### src/rtl/digit_scanner.sv
// digit_scanner: eight-digit hex display memory with a multiplexed scan.
// Holds 8x4-bit digit values and steps a 3-bit digit index through 0..7,
// one slot every CLK_DIV cycles, presenting the selected digit, its
// seven-segment pattern and a blanking strobe for the start of each slot.
//
// Ports:
//   clk, rst_n      - clock (rising edge), asynchronous active-low reset
//   enable          - scan enable; low freezes the scan and blanks the display
//   clear           - synchronous clear of all digit registers (beats wr_en)
//   wr_en/addr/data - digit write port
//   number          - current digit index (to the 3-to-8 select decoder)
//   digit           - stored value of digit `number`
//   seg             - active-high segment pattern for `digit`, seg[0]=a..seg[6]=g
//   blank           - high while all digit selects must be off
//   frame_tick      - one-cycle pulse when the index wraps 7 -> 0
module digit_scanner #(
    parameter int unsigned CLK_DIV      = 50000,
    parameter int unsigned BLANK_CYCLES = 4
) (
    input  logic       clk,
    input  logic       rst_n,
    input  logic       enable,
    input  logic       clear,
    input  logic       wr_en,
    input  logic [2:0] wr_addr,
    input  logic [3:0] wr_data,
    output logic [2:0] number,
    output logic [3:0] digit,
    output logic [6:0] seg,
    output logic       blank,
    output logic       frame_tick
);

    localparam int unsigned NUM_DIGITS = 8;
    localparam int unsigned DIGIT_W    = 4;
    localparam int unsigned INDEX_W    = 3;
    localparam int unsigned PRESC_W    = (CLK_DIV > 1) ? $clog2(CLK_DIV) : 1;

    localparam logic [PRESC_W-1:0] PRESC_MAX = PRESC_W'(CLK_DIV - 1);
    localparam logic [PRESC_W-1:0] BLANK_END = PRESC_W'(BLANK_CYCLES);

    logic [NUM_DIGITS-1:0][DIGIT_W-1:0] mem_q, mem_d;
    logic [PRESC_W-1:0]                 presc_q, presc_d;
    logic [INDEX_W-1:0]                 number_q, number_d;
    logic                               frame_tick_q, frame_tick_d;

    // State registers
    always_ff @(posedge clk or negedge rst_n) begin
        if (!rst_n) begin
            mem_q        <= '0;
            presc_q      <= '0;
            number_q     <= '0;
            frame_tick_q <= 1'b0;
        end else begin
            mem_q        <= mem_d;
            presc_q      <= presc_d;
            number_q     <= number_d;
            frame_tick_q <= frame_tick_d;
        end
    end

    // Digit memory update; clear wins over a same-cycle write
    always_comb begin
        mem_d = mem_q;
        if (clear) begin
            mem_d = '0;
        end else if (wr_en) begin
            mem_d[wr_addr] = wr_data;
        end
    end

    // Prescaler and digit index; both hold while enable is low
    always_comb begin
        presc_d      = presc_q;
        number_d     = number_q;
        frame_tick_d = 1'b0;
        if (enable) begin
            if (presc_q == PRESC_MAX) begin
                presc_d      = '0;
                number_d     = number_q + INDEX_W'(1);
                // Pulse lands in the first cycle the index reads 0 again
                frame_tick_d = (number_q == INDEX_W'(NUM_DIGITS - 1));
            end else begin
                presc_d = presc_q + PRESC_W'(1);
            end
        end
    end

    // Hex to seven-segment decode of the displayed digit
    always_comb begin
        digit = mem_q[number_q];
        unique case (digit)
            4'h0:    seg = 7'h3F;
            4'h1:    seg = 7'h06;
            4'h2:    seg = 7'h5B;
            4'h3:    seg = 7'h4F;
            4'h4:    seg = 7'h66;
            4'h5:    seg = 7'h6D;
            4'h6:    seg = 7'h7D;
            4'h7:    seg = 7'h07;
            4'h8:    seg = 7'h7F;
            4'h9:    seg = 7'h6F;
            4'hA:    seg = 7'h77;
            4'hB:    seg = 7'h7C;
            4'hC:    seg = 7'h39;
            4'hD:    seg = 7'h5E;
            4'hE:    seg = 7'h79;
            default: seg = 7'h71;
        endcase
    end

    assign number     = number_q;
    assign blank      = ~enable | (presc_q < BLANK_END);
    assign frame_tick = frame_tick_q;

endmodule

### config.mk
export PLATFORM = sky130hd
export DESIGN_NAME = digit_scanner
export DESIGN_NICKNAME = d
export VERILOG_FILES = /design/src/rtl/digit_scanner.sv
export SDC_FILE = /design/constraint.sdc
export NUM_CORES = 1
export LEC_CHECK = 0
export CAP_MARGIN = 20
export CORE_MARGIN = 2
export CORE_UTILIZATION = 55
export CTS_CLUSTER_DIAMETER = 50
export CTS_CLUSTER_SIZE = 20
export DETAILED_ROUTE_END_ITERATION = 12
export PLACE_DENSITY = 0.77
export SYNTH_ARGS = -nofsm -noshare
export SYNTH_HDL_FRONTEND = slang
export SYNTH_SLANG_ARGS = --single-unit
### constraint.sdc
create_clock -name clk -period 6.05 [get_ports clk]
set_clock_uncertainty 0.15 [all_clocks]
set_input_delay 1.21 -clock clk [delete_from_list [all_inputs] [get_ports clk]]
set_output_delay 1.21 -clock clk [all_outputs]
set_load 0.02 [all_outputs]
==> results.json <==
{
  "dieArea_mm2": 0.00581,
  "final_common_cell": "dfrtp_1",
  "critPathLaunch": "number[0]",
  "post-place-cells": 342,
  "cts-htree-levels": 2,
  "synth_adder_area_share": 0.0436,
  "cts_buffer_depth": 2,
  "ctsHoldBuffers": 0,
  "synth_top_flop_cell": "dfrtp_1",
  "rr_worst_depth": 5,
  "core_mm2": 0.00507,
  "post-dp-hpwl_um": 3840,
  "first_pass_iters": 5,
  "yosys_register_bits": 52,
  "synth_top_family_by_area": "multiplexers",
  "endpoint": "seg[5]",
  "p_per_area_mw_per_mm2": 225,
  "route.detailed.drc": 0,
  "synth-xor-area-share": 0.0305,
  "cts.sinks": 52,
  "first_iter_violations": 127,
  "via_per_inst": 5.88,
  "worstPathArrival_ps": 3640,
  "setup_violations": 0,
  "syn_area_mm2": 0.00287,
  "grt_pass1_wl_um": 9520,
  "period_minus_slack_ps": 5000,
  "cts_tree": "built",
  "yosys_warnings": 0,
  "syn-num-nets": 282,
  "cts.clk_slew.worst_paths_ps": 90,
  "finalNetCount": 302,
  "min_period_over_period": 0.827,
  "cts_root_buf": "clkbuf_8",
  "die_y_um": 76.2,
  "grt.total_usage": 0.205,
  "finalSetupTns_ps": 0,
  "worst_pin_slew_ps": 1000,
  "row_count": 26,
  "irDropWorstVdd_v": 0.000160,
  "placed_cell_area_mm2": 0.00314,
  "finalMaxSlewViolations": 0,
  "start_util": 0.566,
  "gp_congestion": 0.816,
  "start_kind": "flip-flop",
  "final.fill_count": 410,
  "fin_ws_ps": 1050,
  "wl_um": 5590,
  "hold_class": "reg2reg",
  "synth.distinct_cells": 37,
  "synthArstFlopShare": 1.00,
  "clk_latency_ps": 310,
  "rsz0062_at_grt": "no",
  "stdcell_area_mm2": 0.00327,
  "timing.rr.end": "presc_q[9]",
  "antenna_left": 0,
  "vias": 2064,
  "status": "complete, no violations",
  "reg2reg_slack_ps": 3660,
  "muxShareOfSynthArea": 0.222,
  "synth-seq-area-share": 0.453,
  "synth-simple-area-share": 0.157,
  "synth-edff-count": 0,
  "io_buffer_count": 27,
  "crit_path_max_fanout": 11,
  "slew_headroom": 0.312,
  "cellLeakagePower_nw": 1.59,
  "postCtsSetupBuffers": 0,
  "syn2layout_area_growth_pct": 14.0,
  "grt_pass1_vias": 1882,
  "cp-end-kind": "primary output",
  "antenna_found_initial": 0,
  "synth_compound_area_frac": 0.0488,
  "layout-drive-gt1-share": 0.0712,
  "wl_per_cell_um": 15.9,
  "grt_max_degree": 53,
  "crit_type": "reg2out",
  "diodes": 0,
  "r2r-start": "presc_q[11]",
  "mostFrequentLayoutCells": "52 x dfrtp_1, 43 x nor2_1, 36 x mux2i_1",
  "cts_resized": 0,
  "hold_viol": 0,
  "fin_cells": 351,
  "io_pins": 28,
  "max_freq_ghz": 0.200,
  "crit_required_ps": 4690,
  "cts_made_buffers": 5,
  "globalRouteOverflowTotal": 0,
  "syn_avg_cell_area_um2": 11.0,
  "die_x_um": 76.2,
  "drv_cap": 0,
  "synth_cells": 260,
  "pre_cts_ws_ps": 1400
}
## critical path, cell delays in order, from the launching register on
cell	delay [ps]
dfrtp_1	690
mux4_1	610
mux2i_1	800
mux2_2	420
a22oi_1	180
clkdlybuf4s50_1	630
## cell type report
| class | count | area, um2 | share of cell area |
|---|---|---|---|
| Multi-Input combinational cell | 183 | 1440 | 0.441 |
| Sequential cell | 52 | 1300 | 0.398 |
| Timing Repair Buffer | 29 | 300 | 0.0918 |
| Tap cell | 70 | 87.6 | 0.0268 |
| Clock buffer | 6 | 72.6 | 0.0222 |
| Clock inverter | 2 | 35.0 | 0.0107 |
| Inverter | 9 | 33.8 | 0.0103 |
## flip-flops by register name, summed over array words and instances, names as in the netlist
signal      count
frame_tick      1
mem_q          32
number          3
presc_q        16
## power breakdown
group	internal, mW	switching, mW	leakage, nW
Sequential	0.370	0.0251	0.712
Combinational	0.0466	0.0579	0.825
Clock	0.123	0.115	0.0552
## cells in the mapped netlist (2+ instances only)
cell type,number,share of area
a21oi_1,3,0.0052
a22oi_1,3,0.0078
and2_1,2,0.0044
and2_2,2,0.0052
and3_1,4,0.0087
and4_1,2,0.0061
buf_6,3,0.012
clkbuf_1,11,0.014
dfrtp_1,52,0.45
ha_1,10,0.044
inv_1,9,0.012
mux2_2,6,0.024
mux2i_1,36,0.13
mux4_1,8,0.073
nand2_1,7,0.0092
nand2b_1,2,0.0044
nand3_1,8,0.014
nand4_1,4,0.0087
nand4b_1,3,0.0092
nor2_1,43,0.056
nor2b_1,2,0.0044
nor3_1,5,0.0087
nor3b_1,2,0.0052
nor4_1,2,0.0044
o21ai_0,10,0.017
or3_1,2,0.0044
xnor2_1,4,0.012
xor2_1,6,0.018
## kinds of logic (layout without fill, tap and decap cells)
| logic type | after synthesis | in the layout |
|---|---|---|
| AOI/OAI and AO/OA | 22 | 22 |
| xor gates and xnor gates | 10 | 10 |
| adders and majority gates | 10 | 10 |
| buffers and inverters | 25 | 46 |
| DFF | 52 | 52 |
| muxes | 50 | 50 |
| and+or+nand+nor | 91 | 91 |
## worst min path at each step
stage / start / depth (start not counted) / end / slack, ps
6_report: presc_q[12] / 1 / presc_q[12] / 370
5_1_grt: presc_q[12] / 1 / presc_q[12] / 390
4_1_cts: presc_q[12] / 1 / presc_q[12] / 370
3_5_place_dp: presc_q[12] / 1 / presc_q[12] / 350
3_3_place_gp: presc_q[12] / 1 / presc_q[12] / 340
2_1_floorplan: presc_q[12] / 1 / presc_q[12] / 320
## through the flow
step	hold slack, ps	util	power, mW
global route	387	0.645	0.773
detailed placement	353	0.618	0.503
finish	366	0.645	0.738
CTS	367	0.639	0.740
floorplan	317	-	0.464
global placement	339	0.618	0.499
## metal layers
metal	global-route usage	vias up	wire (um)
met3	0.0427	10	278
met2	0.299	78	2530
met1	0.306	1022	2700
li1	-	954	-
met4	0.0727	0	77
met5	0	-	0
Power figures use the tool's default switching activity.
